## src/rtl/ram_arb_pkg.sv

```systemverilog
// Shared types for the data-RAM arbiter: ownership states, port index, lock bound default.
package ram_arb_pkg;
  typedef enum logic [1:0] {IDLE = 2'd0, OWN0 = 2'd1, OWN1 = 2'd2} arb_state_t;
  typedef logic port_t;
  localparam int MAX_LOCK_DEF = 16;
endpackage

```

## src/rtl/ram_arb_pick.sv

```systemverilog
// Combinational winner select for the two RAM requesters.
// RAM_ARB_RR_EN selects round-robin on contention; otherwise port 0 has fixed priority.
module ram_arb_pick
  import ram_arb_pkg::*;
(
  input  logic [1:0] req,
  input  port_t      last,
  input  arb_state_t state,
  output logic [1:0] gnt
);
`ifndef RAM_ARB_RR_EN
  logic unused_last;
  assign unused_last = last;
`endif

  always_comb begin
    gnt = 2'b00;
    case (state)
      OWN0:    gnt[0] = req[0];
      OWN1:    gnt[1] = req[1];
      default: begin
        case (req)
          2'b01:   gnt = 2'b01;
          2'b10:   gnt = 2'b10;
`ifdef RAM_ARB_RR_EN
          2'b11:   gnt = last ? 2'b01 : 2'b10;
`else
          2'b11:   gnt = 2'b01;
`endif
          default: gnt = 2'b00;
        endcase
      end
    endcase
  end
endmodule

```

## src/rtl/ram_arbiter.sv

```systemverilog
// Shares a single-port data RAM between the LSU (port 0) and loader/debug (port 1).
// Contention policy set by RAM_ARB_RR_EN (round-robin) or fixed priority when undefined.
module ram_arbiter
  import ram_arb_pkg::*;
#(
  parameter int TAM_POSICIONES = 1024,
  parameter int TAM_PALABRA    = 32,
  parameter int MAX_LOCK       = MAX_LOCK_DEF,
  localparam int AW            = $clog2(TAM_POSICIONES)
) (
  input  logic                   CLK,
  input  logic                   RESET_N,
  input  logic                   REQ0,
  input  logic                   REQ1,
  input  logic                   WE0,
  input  logic                   WE1,
  input  logic                   LOCK0,
  input  logic                   LOCK1,
  input  logic [AW-1:0]          ADDR0,
  input  logic [AW-1:0]          ADDR1,
  input  logic [TAM_PALABRA-1:0] WDATA0,
  input  logic [TAM_PALABRA-1:0] WDATA1,
  output logic                   GNT0,
  output logic                   GNT1,
  output logic                   RVALID0,
  output logic                   RVALID1,
  output logic [TAM_PALABRA-1:0] RDATA0,
  output logic [TAM_PALABRA-1:0] RDATA1,
  output logic                   RAM_WRITE,
  output logic                   RAM_READ,
  output logic [AW-1:0]          RAM_ADDRESS,
  output logic [TAM_PALABRA-1:0] RAM_DATA_IN,
  input  logic [TAM_PALABRA-1:0] RAM_DATA_OUT
);
  localparam int LW = $clog2(MAX_LOCK + 1);
  localparam logic [LW-1:0] LCNT_LAST = LW'(MAX_LOCK - 1);

  arb_state_t    state, state_n;
  port_t         last, last_n;
  logic [LW-1:0] lcnt, lcnt_n;
  logic [1:0]    gnt_raw, gnt;
  port_t         win;
  logic          any, we, lock;

  ram_arb_pick u_pick (
    .req   ({REQ1, REQ0}),
    .last  (last),
    .state (state),
    .gnt   (gnt_raw)
  );

  // Reset gates the grant so nothing reaches the RAM while RESET_N is low.
  assign gnt  = RESET_N ? gnt_raw : 2'b00;
  assign GNT0 = gnt[0];
  assign GNT1 = gnt[1];
  assign any  = |gnt;
  assign win  = gnt[1];
  assign we   = win ? WE1 : WE0;
  assign lock = win ? LOCK1 : LOCK0;

  assign RAM_WRITE   = any & we;
  assign RAM_READ    = any & ~we;
  assign RAM_ADDRESS = any ? (win ? ADDR1 : ADDR0) : '0;
  assign RAM_DATA_IN = any ? (win ? WDATA1 : WDATA0) : '0;

  always_comb begin
    state_n = state;
    lcnt_n  = lcnt;
    last_n  = last;
    if (any) begin
      last_n = win;
      // The MAX_LOCK-th consecutive locked grant hands the RAM back to arbitration.
      if (lock && lcnt != LCNT_LAST) begin
        state_n = win ? OWN1 : OWN0;
        lcnt_n  = lcnt + 1'b1;
      end else begin
        state_n = IDLE;
        lcnt_n  = '0;
      end
    end else if ((state == OWN0 && !LOCK0) || (state == OWN1 && !LOCK1)) begin
      state_n = IDLE;
      lcnt_n  = '0;
    end
  end

  always_ff @(posedge CLK or negedge RESET_N) begin
    if (!RESET_N) begin
      state <= IDLE;
      last  <= 1'b1;
      lcnt  <= '0;
    end else begin
      state <= state_n;
      last  <= last_n;
      lcnt  <= lcnt_n;
    end
  end

  always_ff @(posedge CLK or negedge RESET_N) begin
    if (!RESET_N) begin
      RVALID0 <= 1'b0;
      RVALID1 <= 1'b0;
      RDATA0  <= '0;
      RDATA1  <= '0;
    end else begin
      RVALID0 <= gnt[0] & ~WE0;
      RVALID1 <= gnt[1] & ~WE1;
      if (gnt[0] & ~WE0) RDATA0 <= RAM_DATA_OUT;
      if (gnt[1] & ~WE1) RDATA1 <= RAM_DATA_OUT;
    end
  end
endmodule

```

## config.mk

```make
export PLATFORM = sky130hd
export DESIGN_NAME = ram_arbiter
export DESIGN_NICKNAME = d
export VERILOG_FILES = /design/src/rtl/ram_arb_pkg.sv /design/src/rtl/ram_arb_pick.sv /design/src/rtl/ram_arbiter.sv
export SDC_FILE = /design/constraint.sdc
export NUM_CORES = 1
export LEC_CHECK = 0
export ABC_AREA = 1
export ABC_CLOCK_PERIOD_IN_PS = 2300
export CAP_MARGIN = 25
export CORE_UTILIZATION = 37
export DETAILED_ROUTE_END_ITERATION = 10
export HOLD_SLACK_MARGIN = 0.12
export PLACE_DENSITY = 0.82
export SLEW_MARGIN = 10
export SYNTH_ARGS = -nofsm -noshare
export SYNTH_HDL_FRONTEND = slang
export SYNTH_SLANG_ARGS = --single-unit
```

## constraint.sdc

```tcl
create_clock -name CLK -period 2.3 [get_ports CLK]
set_clock_uncertainty 0.15 [all_clocks]
set_input_delay 0.23 -clock CLK [delete_from_list [all_inputs] [get_ports CLK]]
set_output_delay 0.23 -clock CLK [all_outputs]
set_load 0.01 [all_outputs]
```

Word level (Yosys, flattened, before mapping)
Cells that the tools add are included.
Widths: inputs -> output; s select.
{"block": "classes", "add_sub_neg": 1, "n_eq_ne": 6, "bitwise": 7, "n_mux": 17, "reduce_logical": 9}
{"operator": "$mux 32", "n": 2}
{"operator": "$mux 10", "n": 2}
{"operator": "$mux 5", "n": 3}
{"operator": "$mux 2", "n": 5}
{"operator": "$eq 2x2->1 const B", "n": 3}
{"operator": "$add 5x1->5 const B", "n": 1}
{"operator": "$ne 5x4->1 const B", "n": 1}
{"operator": "$and 1x1->1", "n": 4}
{"operator": "$eq 2x1->1 const B", "n": 2}
{"operator": "$pmux 1 s2", "n": 2}
{"operator": "$pmux 2 s2", "n": 1}
{"operator": "$reduce_or 2->1", "n": 2}
{"operator": "$logic_and 1x1->1", "n": 3}
{"operator": "$not 1->1", "n": 3}
{"operator": "$logic_not 1->1", "n": 2}
{"operator": "$mux 1", "n": 2}
{"operator": "$reduce_bool 2->1", "n": 1}
{"operator": "$logic_or 1x1->1", "n": 1}
{"block": "totals", "ff_bits": 73, "inputBits": 124}

Depth between registers and ports, before layout
{"block": "depth", "depth_word": 9, "mapped_depth": 10, "mapped_depth_nobuf": 9}

Cells and area by module
From an unflattened synthesis, not the netlist that was laid out.
{"block": "unflattened", "hier_cells": 457, "hier_area_um2": 3570.9}
{"module": "ram_arbiter", "seq_area_each_um2": 1853.0, "cells_per_inst": 448, "area_per_inst_um2": 3513.4, "n_inst": 1}
{"module": "ram_arb_pick", "seq_area_each_um2": 0.0, "cells_per_inst": 9, "area_per_inst_um2": 57.6, "n_inst": 1}

Worst setup path after synthesis
OpenSTA, ideal clock, no wires.
{"block": "synth_timing", "path_kind": "reg2out", "from": "register state[0]", "to": "output port RAM_DATA_IN[6]", "stages_incl_launch_ff": 9, "n_path_buf": 2, "arrival_ns": 1.505, "setup_slack_ns": 0.415, "path_cell_list": "dfrtp_1 -> inv_1 -> ha_1 -> nand2_1 -> nand3_4 -> buf_4 -> buf_4 -> o21ai_0 -> inv_1"}
{"block": "synth_between", "elab_chain_len": 5}
{"element": "from (decl)", "line": "ram_arbiter.sv:38", "source": "arb_state_t state, state_n;"}
{"element": "from (signal assigned)", "line": "ram_arbiter.sv:92", "source": "state <= state_n;"}
{"element": "$eq 2x2->1 / $eq 2x1->1 (equally long branches)", "line": "ram_arb_pick.sv:18", "source": "case (state)"}
{"element": "$pmux 1 s2", "line": "ram_arb_pick.sv:18"}
{"element": "$mux 2 (*)", "line": "ram_arbiter.sv:53", "source": "assign gnt = RESET_N ? gnt_raw : 2'b00;"}
{"element": "$mux 32 / $reduce_or 2->1 (equally long branches)", "line": "ram_arbiter.sv:64, ram_arbiter.sv:56"}
{"element": "$mux 32 (*)", "line": "ram_arbiter.sv:64", "source": "assign RAM_DATA_IN = any ? (win ? WDATA1 : WDATA0) : '0;"}
{"element": "to (decl)", "line": "ram_arbiter.sv:32", "source": "output logic [TAM_PALABRA-1:0] RAM_DATA_IN,"}
Mark *: on every way between the ends. The rest lies on a longest branch, timed or not.

Final worst setup path
{"block": "layout_timing", "from": "register state[1]", "to": "output port RAM_ADDRESS[7]"}
{"block": "layout_between", "elab_chain_len": 5}
{"element": "$eq 2x2->1 / $eq 2x1->1 (equally long branches)", "line": "ram_arb_pick.sv:18"}
{"element": "$pmux 1 s2", "line": "ram_arb_pick.sv:18"}
{"element": "$mux 2 (*)", "line": "ram_arbiter.sv:53"}
{"element": "$mux 10 / $reduce_or 2->1 (equally long branches)", "line": "ram_arbiter.sv:63, ram_arbiter.sv:56"}
{"element": "$mux 10 (*)", "line": "ram_arbiter.sv:63", "source": "assign RAM_ADDRESS = any ? (win ? ADDR1 : ADDR0) : '0;"}
{"element": "to (decl)", "line": "ram_arbiter.sv:31", "source": "output logic [AW-1:0] RAM_ADDRESS,"}
Marks and branches as above.

==> run summary <==
- run status: finished with violations
- violations in the final reports: negative setup slack
- TritonCTS clock tree: done
- met2 wire length: 6450 um
- number of CTS-inserted buffers: 9
- syn nets: 605
- kind of start point of the critical path: register
- Port Buf Inserts: 235
- share of cells above drive strength 1: 0.210
- headroom to the max-slew limit: 0.407
- summed instance area of the synthesized netlist: 3630 um^2
- final setup violating endpoints: 26
- met1 WL: 4680 um
- xor/xnor cell area share of the yosys netlist: 0.00241
- layout-stage area growth over the synthesis result: 85.6%
- Yosys reg bits: 73
- via count: 4008
- largest fanout of any net on the critical path: 8
- Root Buffer: sky130_fd_sc_hd__clkbuf_8
- Met3 Routed Length: 1060 um
- Diodes inserted: 0
- net total in the final layout: 867
- vias in the first global route: 3974
- basic-gate share of the synthesized area counting and, or, nand and nor cells: 0.224
- proportion of synthesized area in mux cells: 0
- wire per inst: 14.3 um
- initial antenna violation count: 0
- cell leakage power: 3.50 nW
- pin count of the biggest net entering global routing: 74
- H-tree levels: 3
- dominant combinational cell family by area after synthesis: simple AND/OR/NAND/NOR gates
- cells on worst reg2reg path: 12
- DIE WIDTH: 101 um
- complex-gate fraction of the synthesized area: 0.134
- placed inst area: 6160 um^2
- Pwr per Cell Area: 1090 nW/um^2
- worst setup timing slack at the placement stage: -0.287 ns
- time the worst path needs with I/O delays and setup: 2.47 ns
- timing-limited maximum frequency: 0.404 GHz
- Routed WL: 12500 um
- maximum capacitance violations: 0
- worst reg2reg endpoint: RDATA1[19]
- measured slew at the worst slew-check pin: 0.890 ns
- average cell area after synthesis: 7.61 um^2
- clock-pin slew on the worst setup and hold paths: 0.08 ns
- worst hold stages: 3
- largest area contributor in the netlist: sky130_fd_sc_hd__dfrtp_1
- wire length of the first global-routing pass: 18700 um
- number of different library cells in the post-synthesis netlist: 23
- die outline area: 10200 um^2
- Crit Path Category: reg2out
- Die Y: 101 um
- count of synthesis-stage warnings from yosys: 0
- CORE AREA: 9370 um^2
- Final Hold Violating Endpoints: 0
- post-DR vias/cell: 4.59
- hold crit path type: in2reg
- Worst R2R Setup Slack: 0.16 ns
- Hold Crit Endpoint: RDATA1[8]
- placement row count: 35
- clk sink count: 73
- highest metal layer with signal wires: met4
- number of nets with antenna violations after detailed routing: 0
- detailed-placement wirelength estimate: 8850 um
- hold_sp: RAM_DATA_OUT[8]
- ranking of synthesized cells by area: sky130_fd_sc_hd__dfrtp_1 50%, sky130_fd_sc_hd__nand2_1 20%, sky130_fd_sc_hd__o21ai_0 8.6%, sky130_fd_sc_hd__inv_1 7.4%, sky130_fd_sc_hd__o21ai_1 4.4%
- last weighted congestion value of the routability-driven placer: 0.855
- I/O pin count: 236
- All-Layer GR Usage: 0.240
- Max clock buf depth: 2
- drt first pass iters: 5
- fraction of the yosys area taken by sequential cells: 0.503
- total global routing overflow: 0
- Total Power Consumption: 7.37 mW
- detailed router's first-iteration violation count: 158
- Final Max Tran Viols: 0
- min setup slack post-route: -0.175 ns
- maximum vdd ir drop: 521 uV
- Arrival @ worst endpoint: 2.09 ns
- endpoint class of the critical path: primary output
- startpoint of the most critical register-to-register path: state[1]
- Required @ worst endpoint: 1.92 ns
- count of mapped cells out of synthesis: 477
- RSZ-0062 raised after global routing: yes
- DRC Markers: 0
- Adder-Cell Fraction of Synth Area: 0.0138
- Skew-Pair Late Insertion Delay: 0.34 ns
- initial cell density of the core: 0.387
- Tcrit/Tclk final: 1.08
- final instance area: 6740 um^2
- share of the synthesized area in the top cell type: 0.503
==> per-layer routing <==
layer	GRT usage	up-vias
li1	-	1986
met1	0.259	1820
met2	0.435	183
met3	0.0652	19
met4	0.117	0
met5	0	-
==> cell type report <==
class	count	area [um^2]
inverters	74	285
clock inverters	6	97.6
repair buffers	274	2660
well taps	129	161
fillers	710	2640
clock buffers	10	138
multi-input cells	306	1560
flip-flops and latches	73	1830
repair inverters	1	6.26
==> worst max-delay path, stage by stage, from the launching register on <==
cell	delay [ns]
sky130_fd_sc_hd__dfrtp_1	0.42
sky130_fd_sc_hd__ha_4	0.32
sky130_fd_sc_hd__buf_6	0.10
sky130_fd_sc_hd__o21ai_4	0.06
sky130_fd_sc_hd__buf_6	0.13
sky130_fd_sc_hd__nor2_4	0.17
sky130_fd_sc_hd__buf_6	0.13
sky130_fd_sc_hd__buf_12	0.13
sky130_fd_sc_hd__buf_6	0.10
sky130_fd_sc_hd__nand2_2	0.03
sky130_fd_sc_hd__nand2_1	0.05
sky130_fd_sc_hd__buf_2	0.12
==> placed cells by master, fill, tap and decap left out, drive strengths merged <==
cell type and count:
nand2 191, clkdlybuf4s50 188, o21ai 95, inv 78, buf 75, dfrtp 73, clkbuf 11, dlygate4sd2 8
nor2 7, nand3 5, ha 4, bufinv 2, nor3b 1, o21a 1, nand4 1, xor2 1
clkinv 1, dlygate4sd3 1, clkdlybuf4s15 1
==> cell families (layout without fill, tap and decap cells) <==
family,Yosys count,in the layout
adder cells (fa/ha/maj),4,4
buffers and inverters,98,365
AND/OR/NAND/NOR,205,205
flip-flops,73,73
XOR/XNOR,1,1
AO/OA/AOI/OAI,96,96
==> synth_stat cells, drive strengths merged <==
master  count
buf        21
clkbuf      3
dfrtp      73
ha          4
inv        74
nand2     191
nand3       5
nand4       1
nor2        7
nor3b       1
o21a        1
o21ai      95
xor2        1
==> power breakdown <==
group | internal (mW) | switching, mW
clock | 0.657 | 0.498
combinational | 2.18 | 1.87
sequential | 1.85 | 0.317
==> timing repair <==
action	CTS	global route
endpoints found under the setup margin	46	45
resized for setup	227	56
hold buffers	1	0
pin swaps	4	9
cloned	3	2
endpoints found under the hold margin	73	0
setup buffers	14	5
==> state kept, by name, indices dropped and copies added, names as in the netlist <==
register  count
RVALID0       1
RDATA1       32
state         2
RDATA0       32
RVALID1       1
lcnt          5
==> metrics by stage <==
stage	hold slack (ns)	util	cells	setup TNS (ns)
2_1_floorplan	-0.216	-	477	0
3_3_place_gp	0.316	0.658	835	-4.95
3_5_place_dp	0.322	0.658	835	-7.83
4_1_cts	0.268	0.693	869	-2.23
5_1_grt	0.276	0.719	873	-5.79
6_report	0.286	0.719	873	-2.67
==> how the worst max path moves through the flow <==
stage	start	end	slack [ns]
floorplan	state[0]	RAM_DATA_IN[6]	0.41
global placement	state[1]	RAM_DATA_IN[30]	-0.19
detailed placement	state[1]	RAM_DATA_IN[5]	-0.29
CTS	state[1]	RAM_ADDRESS[4]	-0.17
global route	state[1]	RAM_ADDRESS[7]	-0.26
finish	state[1]	RAM_ADDRESS[7]	-0.17
No activity file was read; power rests on OpenSTA's default activity.
